File: src/rtl/multicycle_control_unit_pkg.sv
// Shared types and encodings for the multicycle ARM-subset control unit.
// Holds the state enum, opcode/cond/cmd codes, the control word and its per-state decode.
package cpu_ctrl_pkg;

    typedef enum logic [3:0] {
        FETCH,
        DECODE,
        MEMADR,
        MEMRD,
        MEMWB,
        MEMWR,
        EXECR,
        EXECI,
        ALUWB,
        BRANCH
    } state_t;

    localparam logic [1:0] OP_DP  = 2'b00;
    localparam logic [1:0] OP_MEM = 2'b01;
    localparam logic [1:0] OP_BR  = 2'b10;

    localparam logic [3:0] COND_EQ = 4'b0000;
    localparam logic [3:0] COND_NE = 4'b0001;
    localparam logic [3:0] COND_CS = 4'b0010;
    localparam logic [3:0] COND_CC = 4'b0011;
    localparam logic [3:0] COND_MI = 4'b0100;
    localparam logic [3:0] COND_PL = 4'b0101;
    localparam logic [3:0] COND_VS = 4'b0110;
    localparam logic [3:0] COND_VC = 4'b0111;
    localparam logic [3:0] COND_HI = 4'b1000;
    localparam logic [3:0] COND_LS = 4'b1001;
    localparam logic [3:0] COND_GE = 4'b1010;
    localparam logic [3:0] COND_LT = 4'b1011;
    localparam logic [3:0] COND_GT = 4'b1100;
    localparam logic [3:0] COND_LE = 4'b1101;
    localparam logic [3:0] COND_AL = 4'b1110;

    localparam logic [3:0] CMD_AND = 4'b0000;
    localparam logic [3:0] CMD_SUB = 4'b0010;
    localparam logic [3:0] CMD_ADD = 4'b0100;
    localparam logic [3:0] CMD_ORR = 4'b1100;

    localparam logic [1:0] ALU_ADD = 2'b00;
    localparam logic [1:0] ALU_SUB = 2'b01;
    localparam logic [1:0] ALU_AND = 2'b10;
    localparam logic [1:0] ALU_ORR = 2'b11;

    localparam logic [1:0] RES_ALUOUT    = 2'b00;
    localparam logic [1:0] RES_DATA      = 2'b01;
    localparam logic [1:0] RES_ALURESULT = 2'b10;

    localparam logic [1:0] SRCB_RD2  = 2'b00;
    localparam logic [1:0] SRCB_IMM  = 2'b01;
    localparam logic [1:0] SRCB_FOUR = 2'b10;

    typedef struct packed {
        logic       pcwrite;
        logic       adrsrc;
        logic       memwrite;
        logic       irwrite;
        logic [1:0] resultsrc;
        logic       alusrca;
        logic [1:0] alusrcb;
        logic [1:0] alucontrol;
        logic       regwrite;
    } ctrl_t;

    // {valid_cmd, alucontrol}; unsupported commands fall back to ADD with valid=0
    function automatic logic [2:0] dp_decode(input logic [3:0] cmd);
        case (cmd)
            CMD_ADD: dp_decode = {1'b1, ALU_ADD};
            CMD_SUB: dp_decode = {1'b1, ALU_SUB};
            CMD_AND: dp_decode = {1'b1, ALU_AND};
            CMD_ORR: dp_decode = {1'b1, ALU_ORR};
            default: dp_decode = {1'b0, ALU_ADD};
        endcase
    endfunction

    function automatic ctrl_t ctrl_for(input state_t s, input logic cex, input logic valid,
                                       input logic [1:0] alu, input logic rd15);
        ctrl_t c;
        c = '0;
        case (s)
            FETCH: begin
                c.irwrite   = 1'b1;
                c.pcwrite   = 1'b1;
                c.alusrca   = 1'b1;
                c.alusrcb   = SRCB_FOUR;
                c.resultsrc = RES_ALURESULT;
            end
            DECODE: begin
                c.alusrca   = 1'b1;
                c.alusrcb   = SRCB_FOUR;
                c.resultsrc = RES_ALURESULT;
            end
            MEMADR: c.alusrcb = SRCB_IMM;
            MEMRD:  c.adrsrc  = 1'b1;
            MEMWB: begin
                c.resultsrc = RES_DATA;
                c.regwrite  = cex & ~rd15;
                c.pcwrite   = cex & rd15;
            end
            MEMWR: begin
                c.adrsrc   = 1'b1;
                c.memwrite = cex;
            end
            EXECR: c.alucontrol = alu;
            EXECI: begin
                c.alusrcb    = SRCB_IMM;
                c.alucontrol = alu;
            end
            ALUWB: begin
                c.regwrite = cex & valid & ~rd15;
                c.pcwrite  = cex & valid & rd15;
            end
            BRANCH: begin
                c.alusrcb   = SRCB_IMM;
                c.resultsrc = RES_ALURESULT;
                c.pcwrite   = cex;
            end
            default: c = '0;
        endcase
        return c;
    endfunction

endpackage

File: src/rtl/multicycle_control_unit_cond_logic.sv
// Combinational ARM condition-code check of cond against the NZCV flag register.
// Zero latency; no handshake.
module cond_logic
    import cpu_ctrl_pkg::*;
(
    input  logic [3:0] cond,
    input  logic [3:0] flags,
    output logic       cond_ex
);

    logic n, z, c, v;
    assign {n, z, c, v} = flags;

    always_comb begin
        cond_ex = 1'b0;
        case (cond)
            COND_EQ: cond_ex = z;
            COND_NE: cond_ex = ~z;
            COND_CS: cond_ex = c;
            COND_CC: cond_ex = ~c;
            COND_MI: cond_ex = n;
            COND_PL: cond_ex = ~n;
            COND_VS: cond_ex = v;
            COND_VC: cond_ex = ~v;
            COND_HI: cond_ex = c & ~z;
            COND_LS: cond_ex = ~c | z;
            COND_GE: cond_ex = (n == v);
            COND_LT: cond_ex = (n != v);
            COND_GT: cond_ex = ~z & (n == v);
            COND_LE: cond_ex = z | (n != v);
            COND_AL: cond_ex = 1'b1;
            default: cond_ex = 1'b0;
        endcase
    end

endmodule

File: src/rtl/multicycle_control_unit.sv
// Moore sequencer for the multicycle ARM-subset datapath; owns NZCV and condition gating.
// Control word is registered per state; B=3, DP=4, STR=4, LDR=5 cycles per instruction.
module multicycle_control_unit
    import cpu_ctrl_pkg::*;
#(
    parameter int FLAG_W = 4
) (
    input  logic              clk,
    input  logic              reset,
    input  logic [19:0]       Instr,
    input  logic [FLAG_W-1:0] ALUFlags,
    output logic              PCWrite,
    output logic              AdrSrc,
    output logic              MemWrite,
    output logic              IRWrite,
    output logic [1:0]        ResultSrc,
    output logic              ALUSrcA,
    output logic [1:0]        ALUSrcB,
    output logic [1:0]        ALUControl,
    output logic [1:0]        ImmSrc,
    output logic [1:0]        RegSrc,
    output logic              RegWrite
);

    logic [3:0] cond;
    logic [1:0] op;
    logic [5:0] funct;
    logic       rd15;
    logic       unused_rn;

    assign cond      = Instr[19:16];
    assign op        = Instr[15:14];
    assign funct     = Instr[13:8];
    assign rd15      = (Instr[3:0] == 4'b1111);
    assign unused_rn = ^Instr[7:4];

    state_t            state, state_nxt;
    logic [FLAG_W-1:0] flags_q;
    logic              cond_ex, cond_ex_q, cex_nxt;
    ctrl_t             ctrl_q, ctrl_nxt;
    logic [2:0]        dp;
    logic              valid_cmd;
    logic [1:0]        alu_dec;

    assign dp        = dp_decode(funct[4:1]);
    assign valid_cmd = dp[2];
    assign alu_dec   = dp[1:0];

    cond_logic u_cond (
        .cond    (cond),
        .flags   (flags_q[3:0]),
        .cond_ex (cond_ex)
    );

    always_comb begin
        state_nxt = FETCH;
        case (state)
            FETCH: state_nxt = DECODE;
            DECODE: begin
                case (op)
                    OP_MEM:  state_nxt = MEMADR;
                    OP_DP:   state_nxt = funct[5] ? EXECI : EXECR;
                    OP_BR:   state_nxt = BRANCH;
                    default: state_nxt = FETCH;
                endcase
            end
            MEMADR:       state_nxt = funct[0] ? MEMRD : MEMWR;
            MEMRD:        state_nxt = MEMWB;
            EXECR, EXECI: state_nxt = ALUWB;
            default:      state_nxt = FETCH;
        endcase
    end

    // The registered control word for the next state must see the cond_ex_q it will run with
    assign cex_nxt  = (state == DECODE) ? cond_ex : cond_ex_q;
    assign ctrl_nxt = ctrl_for(state_nxt, cex_nxt, valid_cmd, alu_dec, rd15);

    always_ff @(posedge clk) begin
        if (reset) begin
            state     <= FETCH;
            flags_q   <= '0;
            cond_ex_q <= 1'b0;
            ctrl_q    <= ctrl_for(FETCH, 1'b0, 1'b0, ALU_ADD, 1'b0);
        end else begin
            state     <= state_nxt;
            cond_ex_q <= cex_nxt;
            ctrl_q    <= ctrl_nxt;
            if ((state == EXECR || state == EXECI) && cond_ex_q && valid_cmd && funct[0]) begin
                flags_q[3:2] <= ALUFlags[3:2];
                // logical ops carry no meaningful C/V
                if (alu_dec == ALU_ADD || alu_dec == ALU_SUB)
                    flags_q[1:0] <= ALUFlags[1:0];
            end
        end
    end

    assign PCWrite    = ctrl_q.pcwrite  & ~reset;
    assign IRWrite    = ctrl_q.irwrite  & ~reset;
    assign MemWrite   = ctrl_q.memwrite & ~reset;
    assign RegWrite   = ctrl_q.regwrite & ~reset;
    assign AdrSrc     = ctrl_q.adrsrc;
    assign ResultSrc  = ctrl_q.resultsrc;
    assign ALUSrcA    = ctrl_q.alusrca;
    assign ALUSrcB    = ctrl_q.alusrcb;
    assign ALUControl = ctrl_q.alucontrol;
    assign ImmSrc     = op;
    assign RegSrc     = {op == OP_MEM, op == OP_BR};

endmodule

File: config.mk
export PLATFORM = sky130hd
export DESIGN_NAME = multicycle_control_unit
export DESIGN_NICKNAME = d
export VERILOG_FILES = /design/src/rtl/multicycle_control_unit_pkg.sv /design/src/rtl/multicycle_control_unit_cond_logic.sv /design/src/rtl/multicycle_control_unit.sv
export SDC_FILE = /design/constraint.sdc
export NUM_CORES = 1
export LEC_CHECK = 0
export ABC_AREA = 1
export CAP_MARGIN = 20
export CORE_MARGIN = 3
export CORE_UTILIZATION = 30
export DETAILED_ROUTE_END_ITERATION = 16
export GPL_TIMING_DRIVEN = 0
export SLEW_MARGIN = 10
export SYNTH_ARGS = -nofsm -noshare
export SYNTH_HDL_FRONTEND = slang
export SYNTH_HIERARCHICAL = 1
export SYNTH_SLANG_ARGS = --single-unit
File: constraint.sdc
create_clock -name clk -period 3.4 [get_ports clk]
set_clock_uncertainty 0.1 [all_clocks]
set_input_delay 0.68 -clock clk [delete_from_list [all_inputs] [get_ports clk]]
set_output_delay 0.68 -clock clk [all_outputs]
set_load 0.01 [all_outputs]
; Word-level counts from Yosys, hierarchy flattened
; Index checks and enable logic that the tools add are counted.
[word_totals]
ff_bits = 21
in_bits = 26
output_inout_bits = 16
[classes]
n_eq_ne = 37
n_mux = 14
n_bitwise = 21
n_reduce_logical = 20
[ops]
columns = op, count
row1 = $eq 4x3->1 const B, 11
row2 = $eq 4x4->1 const B, 11
row3 = $eq 4x2->1 const B, 7
row4 = $pmux 4 s5, 1
row5 = $logic_not 4->1, 4
row6 = $pmux 1 s15, 1
row7 = $eq 4x1->1 const B, 3
row8 = $pmux 3 s4, 1
row9 = $pmux 4 s3, 1
row10 = $reduce_or 2->1, 6
row11 = $and 1x1->1, 11
row12 = $not 1->1, 8
row13 = $pmux 2 s2, 2
row14 = $reduce_or 3->1, 2
row15 = $mux 1, 5
row16 = $eq 2x1->1 const B, 2
row17 = $logic_not 2->1, 2
row18 = $pmux 1 s4, 1
row19 = $logic_and 1x1->1, 3
row20 = $mux 3, 1
row21 = $eq 2x2->1 const B, 1
row22 = $logic_or 1x1->1, 2
row23 = $or 1x1->1, 2
row24 = $pmux 1 s2, 1
row25 = other kinds (3), 3

; Longest topological paths before layout
[depth]
depth_word = 7
depth_mapped = 12
ltp_nobuf = 12

; Modules after synthesis
; The synthesis kept the hierarchy.
[modules_own_cells]
columns = mod, instances, cells_each, area_per_inst_um2, seq_area_each_um2
row1 = multicycle_control_unit, 1, 140, 1002.2, 400.4
row2 = cond_logic, 1, 55, 229.0, 0.0

; Worst setup path after synthesis
; No wires, ideal clock.
[synth_path]
path_kind = input -> output
startpoint = input reset
endpoint = output IRWrite
arrival_time_ns = 1.266
required_time_ns = 2.620
setup_slack_ns = 1.354
path_stages = 3
n_path_buf = 2
path_cell_list = buf_2 > clkbuf_1 > nor2_1
[synth_via]
elab_chain_cells = 2
[synth_lines]
columns = element, line
row1 = from (decl), multicycle_control_unit.sv:9  ; input logic reset,
row2 = $not 1->1, multicycle_control_unit.sv:98  ; assign IRWrite = ctrl_q.irwrite & ~reset;
row3 = $and 1x1->1, multicycle_control_unit.sv:98
row4 = to (decl), multicycle_control_unit.sv:15  ; output logic IRWrite,
; No other way between the ends.

; Final worst setup path
[layout_path]
startpoint = input Instr[15]
endpoint = output RegSrc[0]
[layout_via]
elab_chain_cells = 1
[layout_lines]
columns = element, line
row1 = from (decl), multicycle_control_unit.sv:10  ; input logic [19:0] Instr,
row2 = $eq 2x2->1, multicycle_control_unit.sv:107  ; assign RegSrc = {op == OP_MEM, op == OP_BR};
row3 = to (decl), multicycle_control_unit.sv:21  ; output logic [1:0] RegSrc,
; No other way between the ends.

==> metrics.md <==
| Metric | Value |
|---|---|
| Initial antenna violation count | 0 |
| Outcome | finished, final reports clean |
| Avg Cell Area, Syn | 6.314 µm² |
| Setup violators final | 0 |
| Crit path DAT | 2.13 ns |
| Crit-path cells | clkdlybuf4s50_1 > inv_2 > nor2_1 > clkdlybuf4s50_1 |
| CTS hold repair buffers | 0 |
| Post-synth EDFFs | 0 |
| Most frequent cell after synthesis | nand2_1 |
| Clock network latency to the later pin of the worst-skew pair | 0.26 ns |
| Max stage delay on crit path | 0.59 ns |
| First-pass GRT wire length | 4878 µm |
| Hold crit path type | flop to flop |
| Area leader, netlist | dfxtp_1 |
| Reg2Reg Setup Slack | 1.86 ns |
| Met3 Wirelength | 181 µm |
| Async set or reset register ratio after synthesis | 0% |
| Num CTS Buffers | 3 |
| Drt total wl | 2750 µm |
| Final Hold Viols | 0 |
| CTS clk-pin slew, worst paths | 0.07 ns |
| RSZ-0062 raised after global routing | no |
| Max Freq | 344.2 MHz |
| Tcrit/Tclk final | 85.45% |
| Top routing layer in use | met4 |
| Total track usage | 12.11% |
| First-pass DRT Iterations | 4 |
| Worst-path fanout max | 5 |
| Antenna Nets Post-Route | 0 |
| DR WL/cell | 9.717 µm |
| Remaining DRCs | 0 |
| Nets@finish | 262 |
| PwrDens | 336.4 nW/µm² |
| Number of global-route vias before repair | 1166 |
| CP Launch Type | input port |
| Syn Inst Count | 195 |
| Grt total ovfl | 0 |
| CORE AREA | 3799 µm² |
| Clk sinks | 20 |
| DP HPWL | 2213 µm |
| Top-area cell type share of the netlist area | 32.52% |
| IO Port Bufs | 36 |
| Most frequent CP cell | clkdlybuf4s50_1 |
| Sequential share of the synthesized area | 32.52% |
| Die ar. | 4908 µm² |
| Die Span Y | 70.06 µm |
| Post-CTS setup buffer count | 0 |
| Net Count, Synth | 221 |
| Worst Max-Slew Pin Slew | 0.4377 ns |
| Synth Warn # | 6 |
| Initial Util | 32.41% |
| Synth-to-Final Area Change | 38.62% |
| Core Util, Final | 44.93% |
| Slew Limit Headroom | 70.82% |
| CP Class | input port to output port |
| I/O pins | 42 |
| Met2 Wirelength | 1157 µm |
| Iteration-0 DRC Markers | 40 |
| Max-slew violation count | 0 |
| Die width | 70.06 µm |
| Site row count | 22 |
| Post-synth cell types | 25 |
| M1 wire length | 1341 µm |
| Mapped cell area | 1231 µm² |
| Crit path max-delay cell type | clkdlybuf4s50_1 |
| Resize count post-CTS | 0 |
| Seq cells post-synth | 20 |
| CTS Buffer Depth | 2 |
| # Max-Cap Violations | 0 |
| Period minus WS final | 2.905 ns |
| Commonest cells post-synth | nand2_1, nor2_1, inv_1 |
| Root buf cell | clkbuf_8 |
| Worst Path Required | 2.62 ns |
| Leak | 0.0007935 µW |
| H-Tree Depth | 1 |
| Drt via density | 4.456 |
| CTS tree | yes |
| Layout cell share with drive strength beyond 1 | 12.77% |
| Peak supply drop | 0.1383 mV |
| Pin count of the biggest net entering global routing | 12 |
| Post-route setup TNS | 0 ns |
| Vias | 1261 |
| Post-synth top flop | dfxtp_1 |
| Area contributors post-synth | dfxtp_1, nand2_1, nor2_1 |
| RePlAce Congestion | 0.8214 |
| Antenna Cells | 0 |
| Crit. End Element | output port |
==> layout by cell type, fill, tap and decap left out, types with 2 or more instances in the layout <==
cell type	netlist	routed
nand3_1	20	20
clkdlybuf4s50_1	0	36
clkinv_1	2	2
nor3_1	2	2
nor2_1	34	34
buf_4	8	8
inv_1	22	22
nor2_2	2	2
nand2_1	51	51
nand4_1	2	2
nor2_4	2	2
clkbuf_8	0	4
inv_2	4	4
nand2_2	2	2
nand3_2	2	2
nor4_1	2	2
a21oi_1	6	6
nand3b_1	2	2
dfxtp_1	20	20
o21ai_1	5	5
==> critical path: cells and delay by family <==
kind | cells | cell delay, ns
buf+inv | 3 | 1.22
simple gates | 1 | 0.22
==> state kept, by name (all words and copies together), names as in the netlist <==
register and flops:
cond_ex_q 1, ALUControl 2, AdrSrc 1, ALUSrcB 1, ALUSrcA 1, ResultSrc 2
ctrl_q 4, state 4, flags_q 4
==> report_power, final <==
part	switching, µW	internal (µW)
Sequential	6.82	246
Combinational	71.0	68.1
Clock	78.7	103
==> metal layers <==
layer,up-vias,GRT usage (%)
met4,0,6.383
li1,689,-
met3,5,3.165
met1,527,15.97
met2,40,17.94
met5,-,0
==> final cells by class <==
class,count,area [µm²]
fillers,407,2092
multi-input cells,137,656.9
flip-flops and latches,20,400.4
repair buffers,36,360.3
inverters,28,105.1
plain buffers,10,68.82
well taps,48,60.06
clock buffers,4,55.05
==> through the flow <==
stage                     hold slack [ns]  std cells  area [µm²]  total power (µW)  setup WS, ns
after CTS                          0.4386        283        1707             581.1        0.4485
after global routing               0.4752        283        1707             607.4        0.3961
final                              0.4312        283        1707             574.1        0.4946
after floorplan                    0.3707        195        1231             334.9         1.354
after detailed placement           0.4271        279        1652             398.1        0.4491
after global placement             0.4124        279        1652             398.0        0.4905
==> path summary, 6_finish.rpt <==
path	start	to	cells after the start
hold reg to reg	flags_q[0]	flags_q[0]	2
setup reg to reg	flags_q[0]	ctrl_q[11]	11
setup / recovery	Instr[15]	RegSrc[0]	4
hold / removal	flags_q[0]	flags_q[0]	2
==> kinds of logic after synthesis <==
family | count (synthesis) | synth area share [%]
buffers and inverters | 38 | 14.13
AOI/OAI and AO/OA | 13 | 6.504
and+or+nand+nor | 124 | 46.85
DFF | 20 | 32.52
Note: power is estimated with default switching activity, not from simulation.
